==> config.mk <==
export PLATFORM = sky130hd
export DESIGN_NAME = range_detuner
export DESIGN_NICKNAME = d
export VERILOG_FILES = /design/src/rtl/range_detuner.sv
export SDC_FILE = /design/constraint.sdc
export NUM_CORES = 1
export LEC_CHECK = 0
export ABC_AREA = 1
export BUFFER_PORTS_ARGS = -buffer_cell sky130_fd_sc_hd__buf_2
export CAP_MARGIN = 20
export CORE_ASPECT_RATIO = 0.75
export CORE_UTILIZATION = 45
export DETAILED_ROUTE_END_ITERATION = 16
export PLACE_DENSITY = 0.6
export SETUP_SLACK_MARGIN = 0.4
export SLEW_MARGIN = 20
export SYNTH_ARGS = -nofsm -noshare
export SYNTH_HDL_FRONTEND = slang
export SYNTH_SLANG_ARGS = --single-unit
==> constraint.sdc <==
create_clock -name clk -period 2.8 [get_ports clk]
set_clock_uncertainty 0.1 [all_clocks]
set_input_delay 0.56 -clock clk [delete_from_list [all_inputs] [get_ports clk]]
set_output_delay 0.56 -clock clk [all_outputs]
set_load 0.01 [all_outputs]
==> src/rtl/range_detuner.sv <==
// range_detuner: converts a value tuned in [min,max] back to the raw range 0..2^power.
//   piece   = (1 << power) / (max - min)   (0 when max == min)
//   raw_num = (tuned - min) * piece        (low WIDTH bits)
// The divide is a one-bit-per-cycle restoring divider and the multiply a one-bit-per-cycle
// shift-add. All arithmetic is unsigned and modulo 2^WIDTH.
//
// Optional feature macro: DETUNER_RANGE_CHECK_EN
//   defined   - tuned outside [min,max] completes right after the operand cycle with
//               raw_num=0 and err=1
//   undefined - no check, err is tied to 0, subtraction wraps
//
// Ports:
//   clk      in   clock, rising-edge active
//   reset    in   synchronous active-high reset
//   start    in   conversion request, sampled only in IDLE
//   power    in   [4:0] exponent of the raw range
//   tuned    in   [WIDTH-1:0] value to convert
//   min      in   [WIDTH-1:0] lower bound of the tuned interval
//   max      in   [WIDTH-1:0] upper bound of the tuned interval
//   busy     out  high while the divider or multiplier is iterating
//   done     out  one-cycle pulse when raw_num/err are updated
//   raw_num  out  [WIDTH-1:0] converted value, held until the next done
//   err      out  out-of-range flag
module range_detuner #(
   parameter int unsigned WIDTH = 16
) (
   input  logic             clk,
   input  logic             reset,
   input  logic             start,
   input  logic [4:0]       power,
   input  logic [WIDTH-1:0] tuned,
   input  logic [WIDTH-1:0] min,
   input  logic [WIDTH-1:0] max,
   output logic             busy,
   output logic             done,
   output logic [WIDTH-1:0] raw_num,
   output logic             err
);

   localparam int unsigned CntW = $clog2(WIDTH + 1);
   localparam logic [WIDTH-1:0] One = WIDTH'(1);

   typedef enum logic [1:0] {StIdle, StDiv, StMul, StDone} state_e;

   state_e            state_q, state_d;
   logic [CntW-1:0]   cnt_q, cnt_d;
   logic [4:0]        power_q, power_d;
   logic [WIDTH-1:0]  tuned_q, tuned_d;
   logic [WIDTH-1:0]  min_q, min_d;
   logic [WIDTH-1:0]  max_q, max_d;
   logic [WIDTH-1:0]  rem_q, rem_d;     // divider partial remainder
   logic [WIDTH-1:0]  quo_q, quo_d;     // dividend/quotient, then multiplier
   logic [WIDTH-1:0]  dvs_q, dvs_d;     // divisor (max - min)
   logic [WIDTH-1:0]  ofs_q, ofs_d;     // tuned - min, then shifted multiplicand
   logic [WIDTH-1:0]  acc_q, acc_d;     // product accumulator
   logic [WIDTH-1:0]  raw_q, raw_d;

   logic [WIDTH-1:0]  pow;
   logic [WIDTH-1:0]  rem_sh;
   logic              rem_ge;
   logic [WIDTH-1:0]  div_rem;
   logic [WIDTH-1:0]  div_quo;
   logic [WIDTH-1:0]  mul_acc;

   // Shift amounts >= WIDTH shift the one out, giving pow = 0.
   assign pow = One << power_q;

   // The shifted remainder is WIDTH+1 bits wide; its top bit is the old remainder MSB and
   // forces a subtract, whose WIDTH-bit modular result is exact because it is < divisor.
   assign rem_sh  = {rem_q[WIDTH-2:0], quo_q[WIDTH-1]};
   assign rem_ge  = rem_q[WIDTH-1] || (rem_sh >= dvs_q);
   assign div_rem = rem_ge ? (rem_sh - dvs_q) : rem_sh;
   assign div_quo = {quo_q[WIDTH-2:0], rem_ge};

   assign mul_acc = acc_q + (quo_q[0] ? ofs_q : '0);

`ifdef DETUNER_RANGE_CHECK_EN
   logic err_q, err_d;
`endif

   always_comb begin
      state_d = state_q;
      cnt_d   = cnt_q;
      power_d = power_q;
      tuned_d = tuned_q;
      min_d   = min_q;
      max_d   = max_q;
      rem_d   = rem_q;
      quo_d   = quo_q;
      dvs_d   = dvs_q;
      ofs_d   = ofs_q;
      acc_d   = acc_q;
      raw_d   = raw_q;
`ifdef DETUNER_RANGE_CHECK_EN
      err_d   = err_q;
`endif
      unique case (state_q)
         StIdle: begin
            if (start) begin
               power_d = power;
               tuned_d = tuned;
               min_d   = min;
               max_d   = max;
               cnt_d   = '0;
               state_d = StDiv;
            end
         end
         StDiv: begin
            if (cnt_q == '0) begin
               // Operand cycle: form dividend, divisor and offset from the captured inputs.
               quo_d = pow;
               rem_d = '0;
               dvs_d = max_q - min_q;
               ofs_d = tuned_q - min_q;
               cnt_d = cnt_q + CntW'(1);
`ifdef DETUNER_RANGE_CHECK_EN
               if ((tuned_q < min_q) || (tuned_q > max_q)) begin
                  state_d = StDone;
                  cnt_d   = '0;
                  raw_d   = '0;
                  err_d   = 1'b1;
               end
`endif
            end else begin
               rem_d = div_rem;
               quo_d = div_quo;
               if (cnt_q == CntW'(WIDTH)) begin
                  // Division by zero yields all ones; the defined result is piece = 0.
                  if (dvs_q == '0) quo_d = '0;
                  acc_d   = '0;
                  cnt_d   = '0;
                  state_d = StMul;
               end else begin
                  cnt_d = cnt_q + CntW'(1);
               end
            end
         end
         StMul: begin
            acc_d = mul_acc;
            ofs_d = ofs_q << 1;
            quo_d = quo_q >> 1;
            cnt_d = cnt_q + CntW'(1);
            if (cnt_q == CntW'(WIDTH - 1)) begin
               raw_d   = mul_acc;
`ifdef DETUNER_RANGE_CHECK_EN
               err_d   = 1'b0;
`endif
               cnt_d   = '0;
               state_d = StDone;
            end
         end
         StDone: begin
            state_d = StIdle;
         end
         default: begin
            state_d = StIdle;
         end
      endcase
   end

   always_ff @(posedge clk) begin
      if (reset) begin
         state_q <= StIdle;
         cnt_q   <= '0;
         power_q <= '0;
         tuned_q <= '0;
         min_q   <= '0;
         max_q   <= '0;
         rem_q   <= '0;
         quo_q   <= '0;
         dvs_q   <= '0;
         ofs_q   <= '0;
         acc_q   <= '0;
         raw_q   <= '0;
`ifdef DETUNER_RANGE_CHECK_EN
         err_q   <= 1'b0;
`endif
      end else begin
         state_q <= state_d;
         cnt_q   <= cnt_d;
         power_q <= power_d;
         tuned_q <= tuned_d;
         min_q   <= min_d;
         max_q   <= max_d;
         rem_q   <= rem_d;
         quo_q   <= quo_d;
         dvs_q   <= dvs_d;
         ofs_q   <= ofs_d;
         acc_q   <= acc_d;
         raw_q   <= raw_d;
`ifdef DETUNER_RANGE_CHECK_EN
         err_q   <= err_d;
`endif
      end
   end

   // The operand cycle is not counted as busy; only the divide and multiply iterations are.
   assign busy    = (state_q == StMul) || ((state_q == StDiv) && (cnt_q != '0));
   assign done    = (state_q == StDone);
   assign raw_num = raw_q;

`ifdef DETUNER_RANGE_CHECK_EN
   assign err = err_q;
`else
   assign err = 1'b0;
`endif

endmodule
# --- After elaboration in Yosys (flattened, before gate mapping) ---
# Cells that the tools add are included.
op_classes:
  addsub: 5
  n_mul: 0
  n_div: 0
  magnitude_cmp: 1
  eq_ne: 10
  shifts: 1
  mux: 22
  n_bitwise: 0
  reduce_logical: 16
op_table:
  columns: ["operator", "count"]
  rows:
  - ["2-to-1 mux 16 bit", 9]
  - ["case mux 16 bit (2 select lines)", 3]
  - ["subtractor 16 bit", 3]
  - ["2-to-1 mux 5 bit", 4]
  - ["adder 16 bit", 1]
  - ["greater-or-equal comparator 16 bit", 1]
  - ["zero test 16 bit", 1]
  - ["<< shifter 1 x 5 -> 16 bit (first input constant)", 1]
  - ["case mux 5 bit (3 select lines)", 1]
  - ["inequality test 2 bit (second input constant)", 5]
  - ["AND reduction 2 bit", 5]
  - ["2-to-1 mux 2 bit", 4]
  - ["case mux 2 bit (4 select lines)", 1]
  - ["adder 5 x 1 -> 5 bit (second input constant)", 1]
  - ["equality test 5 x 4 -> 1 bit (second input constant)", 1]
  - ["equality test 5 bit (second input constant)", 1]
  - ["zero test 5 bit", 1]
  - ["nonzero test 5 bit", 1]
  - ["equality test 2 bit (second input constant)", 2]
  - ["AND reduction 4 bit", 1]
  - ["AND reduction 3 bit", 1]
  - ["nonzero test 3 bit", 1]
  - ["equality test 2 x 1 -> 1 bit (second input constant)", 1]
  - ["zero test 2 bit", 1]
  - ["3 further kinds", 4]
totals:
  ff_bits: 156
  latch_bits: 0
  mem_bits_rw: 0
  mem_bits_ro: 0
  input_bits: 56
  output_inout_bits: 19
  elab_cells: 67
  memories: 0

# --- Logic depth before layout (Yosys ltp) ---
logic_depth:
  word_depth: 6
  ltp_mapped: 19
  depth_no_buf: 17

# --- Worst setup path before layout ---
# OpenSTA, ideal clock, no wires.
synth_timing:
  path_type: "flip-flop to flip-flop"
  start: "register quo_q[0]"
  end: "register raw_q[14] (netlist: raw_num[14])"
  setup_ps: 109
  t_arrival_ps: 2320
  required_ps: 2591
  setup_slack_ps: 271
  stages_incl_launch_ff: 20
  path_buffers: 2
  period_less_slack_ps: 2529
  cell_sequence: "dfxtp_1 > clkbuf_1 > clkbuf_1 > nand2_1 > inv_1 > ha_1 > inv_1 > fa_1 > inv_1 > nand3_1 > nand2_1 > nand2_1 > nand3_1 > nand3b_1 > nand2_1 > nand2_1 > nand2_1 > nand2_1 > nand2_1 > inv_1"
synth_between:
  elab_chain_cells: 2
synth_rtl:
  columns: ["item", "line", "source"]
  rows:
  - ["start: declaration", "52", "logic [WIDTH-1:0] quo_q, quo_d;"]
  - ["start signal: assignment", "186", "quo_q <= quo_d;"]
  - ["2-to-1 mux 16 bit", "75", "assign mul_acc = acc_q + (quo_q[0] ? ofs_q : '0);"]
  - ["adder 16 bit", "75", null]
  - ["end signal: assignment", "190", "raw_q <= raw_d;"]
  - ["end: declaration", "56", "logic [WIDTH-1:0] raw_q, raw_d;"]
# No other way between the ends.
# A chain may end at the register's enable or synchronous reset.

# --- Final worst setup path ---
layout_timing:
  start: "register state_q[0]"
  end: "output port busy"
layout_between:
  elab_chain_cells: 3
  word_cells_on_any_way: 4
  cone_classes: "eq/ne (2); reduce/logical (2)"
layout_rtl:
  columns: ["item", "line", "source"]
  rows:
  - ["start: declaration", "45", "state_e state_q, state_d;"]
  - ["start signal: assignment", "163", "state_q <= StIdle;"]
  - ["start signal: assignment", "179", "state_q <= state_d;"]
  - ["equality test 2 x 1 -> 1 bit", "198", "assign busy = (state_q == StMul) || ((state_q == StDiv) && (cnt_q != '0));"]
  - ["logical AND 1 bit", "198", null]
  - ["logical OR 1 bit *", "198", null]
  - ["end: declaration", "34", "output logic busy,"]
# Every way passes the cells marked *; elsewhere a longest branch is shown, timed or not.

==> run summary <==
* run status: finished, final reports clean
* clock latency on the worst-skew pair: 0.44 ns
* achievable clock frequency: 441 MHz
* number of antenna diodes: 0
* area fraction in compound gates after synthesis: 18.1%
* cell with the most instances after synthesis: sky130_fd_sc_hd__nand2_1
* WS Path Type: reg2out
* TritonCTS sink count: 156
* core area: 21500 µm²
* number of buffers added to fix hold violations after cts: 0
* Routed WL: 26600 µm
* post-synthesis simple-gate area fraction: 28.0%
* post-synth design cell area: 9990 µm²
* global-route wire length before repair: 43900 µm
* Setup crit start kind: register
* area share of xor/xnor cells in the synthesized design: 2.89%
* synthesized instance count: 1548
* horizontal extent of the die: 174 µm
* total of max-cap violations: 0
* most frequently used flop master after synthesis: sky130_fd_sc_hd__dfxtp_1
* period utilization: 81.0%
* number of global-route vias before repair: 8551
* number of synthesized register bits: 156
* number of fillers in the final layout: 2190
* num rows: 46
* total clock buffers created by CTS: 17
* switching share of total power: 49.1%
* Synth cell types: 39
* worst slew pin tran: 0.936 ns
* post-placement setup slack: 0.302 ns
* power consumption: 0.0137 W
* Post-synth ARST share: 0%
* cell-internal power: 0.00696 W
* Slew headroom: 37.6%
* clock root cell: sky130_fd_sc_hd__clkbuf_16
* post-synthesis sequential area ratio: 31.3%
* Arr. time, crit path: 1.61 ns
* IO Port Bufs: 73
* initial standard-cell utilization of the core: 46.5%
* number of nets in the finished design: 1732
* cell type contributing the most total cell area after synthesis: sky130_fd_sc_hd__dfxtp_1
* vias per cell: 5.06
* mux contribution to synthesized area: 0%
* proportion of power drawn by the clock network: 17.9%
* antenna violation net count after detailed routing: 0
* sum of negative setup slack: 0 ns
* power density over the cells: 1200 nW/µm²
* sort of element at the end of the critical path: output pin
* area share of fa/ha/maj cells after synthesis: 9.44%
* Post-Synthesis Net Count: 1677
* H-Tree Depth: 4
* buffer depth of the longest clock path: 2
* worst setup slack for register-to-register paths: 0.55 ns
* antenna violations before repair: 1
* GRT Overall Usage: 24.1%
* mean post-synth cell area: 6.46 µm²
* dpl hpwl: 20100 µm
* number of top-level pins: 75
* worst vdd ir: 0.000454 V
* main area contributors after synthesis: sky130_fd_sc_hd__dfxtp_1, sky130_fd_sc_hd__nand2_1, sky130_fd_sc_hd__a21oi_1
* share of Yosys cell area claimed by the top area cell type: 31.3%
* data required time of the critical path: 2.14 ns
* sequential share of power: 22.0%
* clock transition at the registers of the reported paths: 0.07 ns
* Die H: 131 µm
* number of enable flip-flop cells after synthesis: 0
* GRT Residual Overflow: 0
* count of yosys warnings during synthesis: 0
* maximum fanout count along the critical path: 22
* routed length per placed instance: 14.0 µm
* vias after detailed routing: 9627
* Final WS setup: 0.531 ns
* combinational family with the most area after synthesis: simple AND/OR/NAND/NOR gates
* TritonCTS clock tree: built
* fraction of final layout cells sized beyond drive strength 1: 9.96%
* Finished Core Util: 52.9%
* area added between synthesis and finish: 13.7%
* unrepaired setup endpoints after global routing: true
* Lkg Pwr: 5.63 nW
* min cycle time layout: 2.27 ns
* maximum number of pins on one net before global-route repair: 82
* Switch Pwr: 0.00672 W
* Finish-stage setup viols: 0
* class of the most critical hold timing path: in2reg
* Final Hold Violating Endpoints: 0
* part of the power in combinational logic: 60.1%
* Pre-Repair DR Iteration Count: 6
* total DRC errors in the routed layout: 0
* drt initial violations: 762
* top cells by count, synth: sky130_fd_sc_hd__nand2_1, sky130_fd_sc_hd__inv_1, sky130_fd_sc_hd__a21oi_1
* overall die area: 22800 µm²
* last weighted congestion value of the routability-driven placer: 0.906
* Final Slew Violations: 0
* Hold WS: 0.263 ns
sequential cells by signal, summed over array words and instances (netlist names):
register	cells
power_q	5
min_q	16
ofs_q	16
acc_q	16
rem_q	16
cnt_q	5
tuned_q	16
state_q	2
quo_q	16
dvs_q	16
max_q	16
raw_num	16
path summary, 6_finish.rpt:
check | from | end | cells past startpoint
max reg2reg | dvs_q[9]$_SDFFE_PP0P_ | rem_q[1]$_SDFFE_PP0P_ | 12
min reg2reg | quo_q[5]$_SDFFE_PP0P_ | quo_q[5]$_SDFFE_PP0P_ | 2
min | tuned[11] | tuned_q[11]$_SDFFE_PP0P_ | 3
max | state_q[0]$_SDFFE_PP0P_ | busy | 6
power by group through the flow:
stage / Combinational, W / Sequential [W] / Clock (W)
floorplan: 0.00608 / 0.00297 / 0
global route: 0.00939 / 0.00307 / 0.00258
CTS: 0.00801 / 0.00301 / 0.00248
detailed placement: 0.00781 / 0.00306 / 0
global placement: 0.00780 / 0.00305 / 0
finish: 0.00822 / 0.00301 / 0.00244
metal layers:
| layer | vias to the layer above | GRT usage, % | routed length [µm] | share of wire [%] |
|---|---|---|---|---|
| li1 | 5108 | - | - | - |
| met1 | 4283 | 37.1 | 14600 | 55 |
| met2 | 213 | 34.5 | 10500 | 40 |
| met3 | 21 | 4.01 | 1240 | 4.7 |
| met4 | 2 | 5.31 | 264 | 0.99 |
| met5 | - | 0 | 17 | 0.064 |
critical path: stages, from the launching register on:
cell                      delay, ns
sky130_fd_sc_hd__dfxtp_1       0.36
sky130_fd_sc_hd__inv_1         0.09
sky130_fd_sc_hd__ha_1          0.23
sky130_fd_sc_hd__inv_2         0.10
sky130_fd_sc_hd__buf_12        0.16
sky130_fd_sc_hd__nand2_1       0.10
sky130_fd_sc_hd__buf_2         0.15
cell families (layout without fill, tap and decap cells):
group	after synthesis	in the layout
fa+ha+maj	73	73
flops	156	156
xor+xnor	33	33
compound gates	352	352
simple gates	664	664
buf+inv	269	337
other cells	1	1
through the flow:
stage | instance area (µm²) | cells
final | 11400 | 1904
after global routing | 11400 | 1904
after CTS | 11300 | 1903
after detailed placement | 10600 | 1870
after global placement | 10600 | 1870
after floorplan | 10000 | 1548
placed cells by master (no fill, tap or decap), types with 27 or more instances in the layout:
cell / count
sky130_fd_sc_hd__nand2_1: 355
sky130_fd_sc_hd__o21ai_0: 131
sky130_fd_sc_hd__nand3_1: 73
sky130_fd_sc_hd__a21oi_1: 195
sky130_fd_sc_hd__nor2_1: 167
sky130_fd_sc_hd__inv_1: 205
sky130_fd_sc_hd__nand3b_1: 27
sky130_fd_sc_hd__buf_2: 73
sky130_fd_sc_hd__ha_1: 66
sky130_fd_sc_hd__dfxtp_1: 153
final cells by class:
type	instances	area (µm²)	share of cell area, %
clock buffers	18	439	3.87
clock inverters	14	173	1.52
inverters	213	803	7.07
multi-input cells	1123	5910	52.0
flip-flops and latches	156	3130	27.5
well taps	288	360	3.17
repair buffers	92	544	4.79
what timing repair did:
item | 4_1_cts | 5_1_grt
resized for setup | 4 | 29
cloned | 0 | 0
setup endpoints to repair | 18 | 44
buffers inserted | 1 | 1
pin swaps | 1 | 3
No activity file was read; power rests on OpenSTA's default activity.
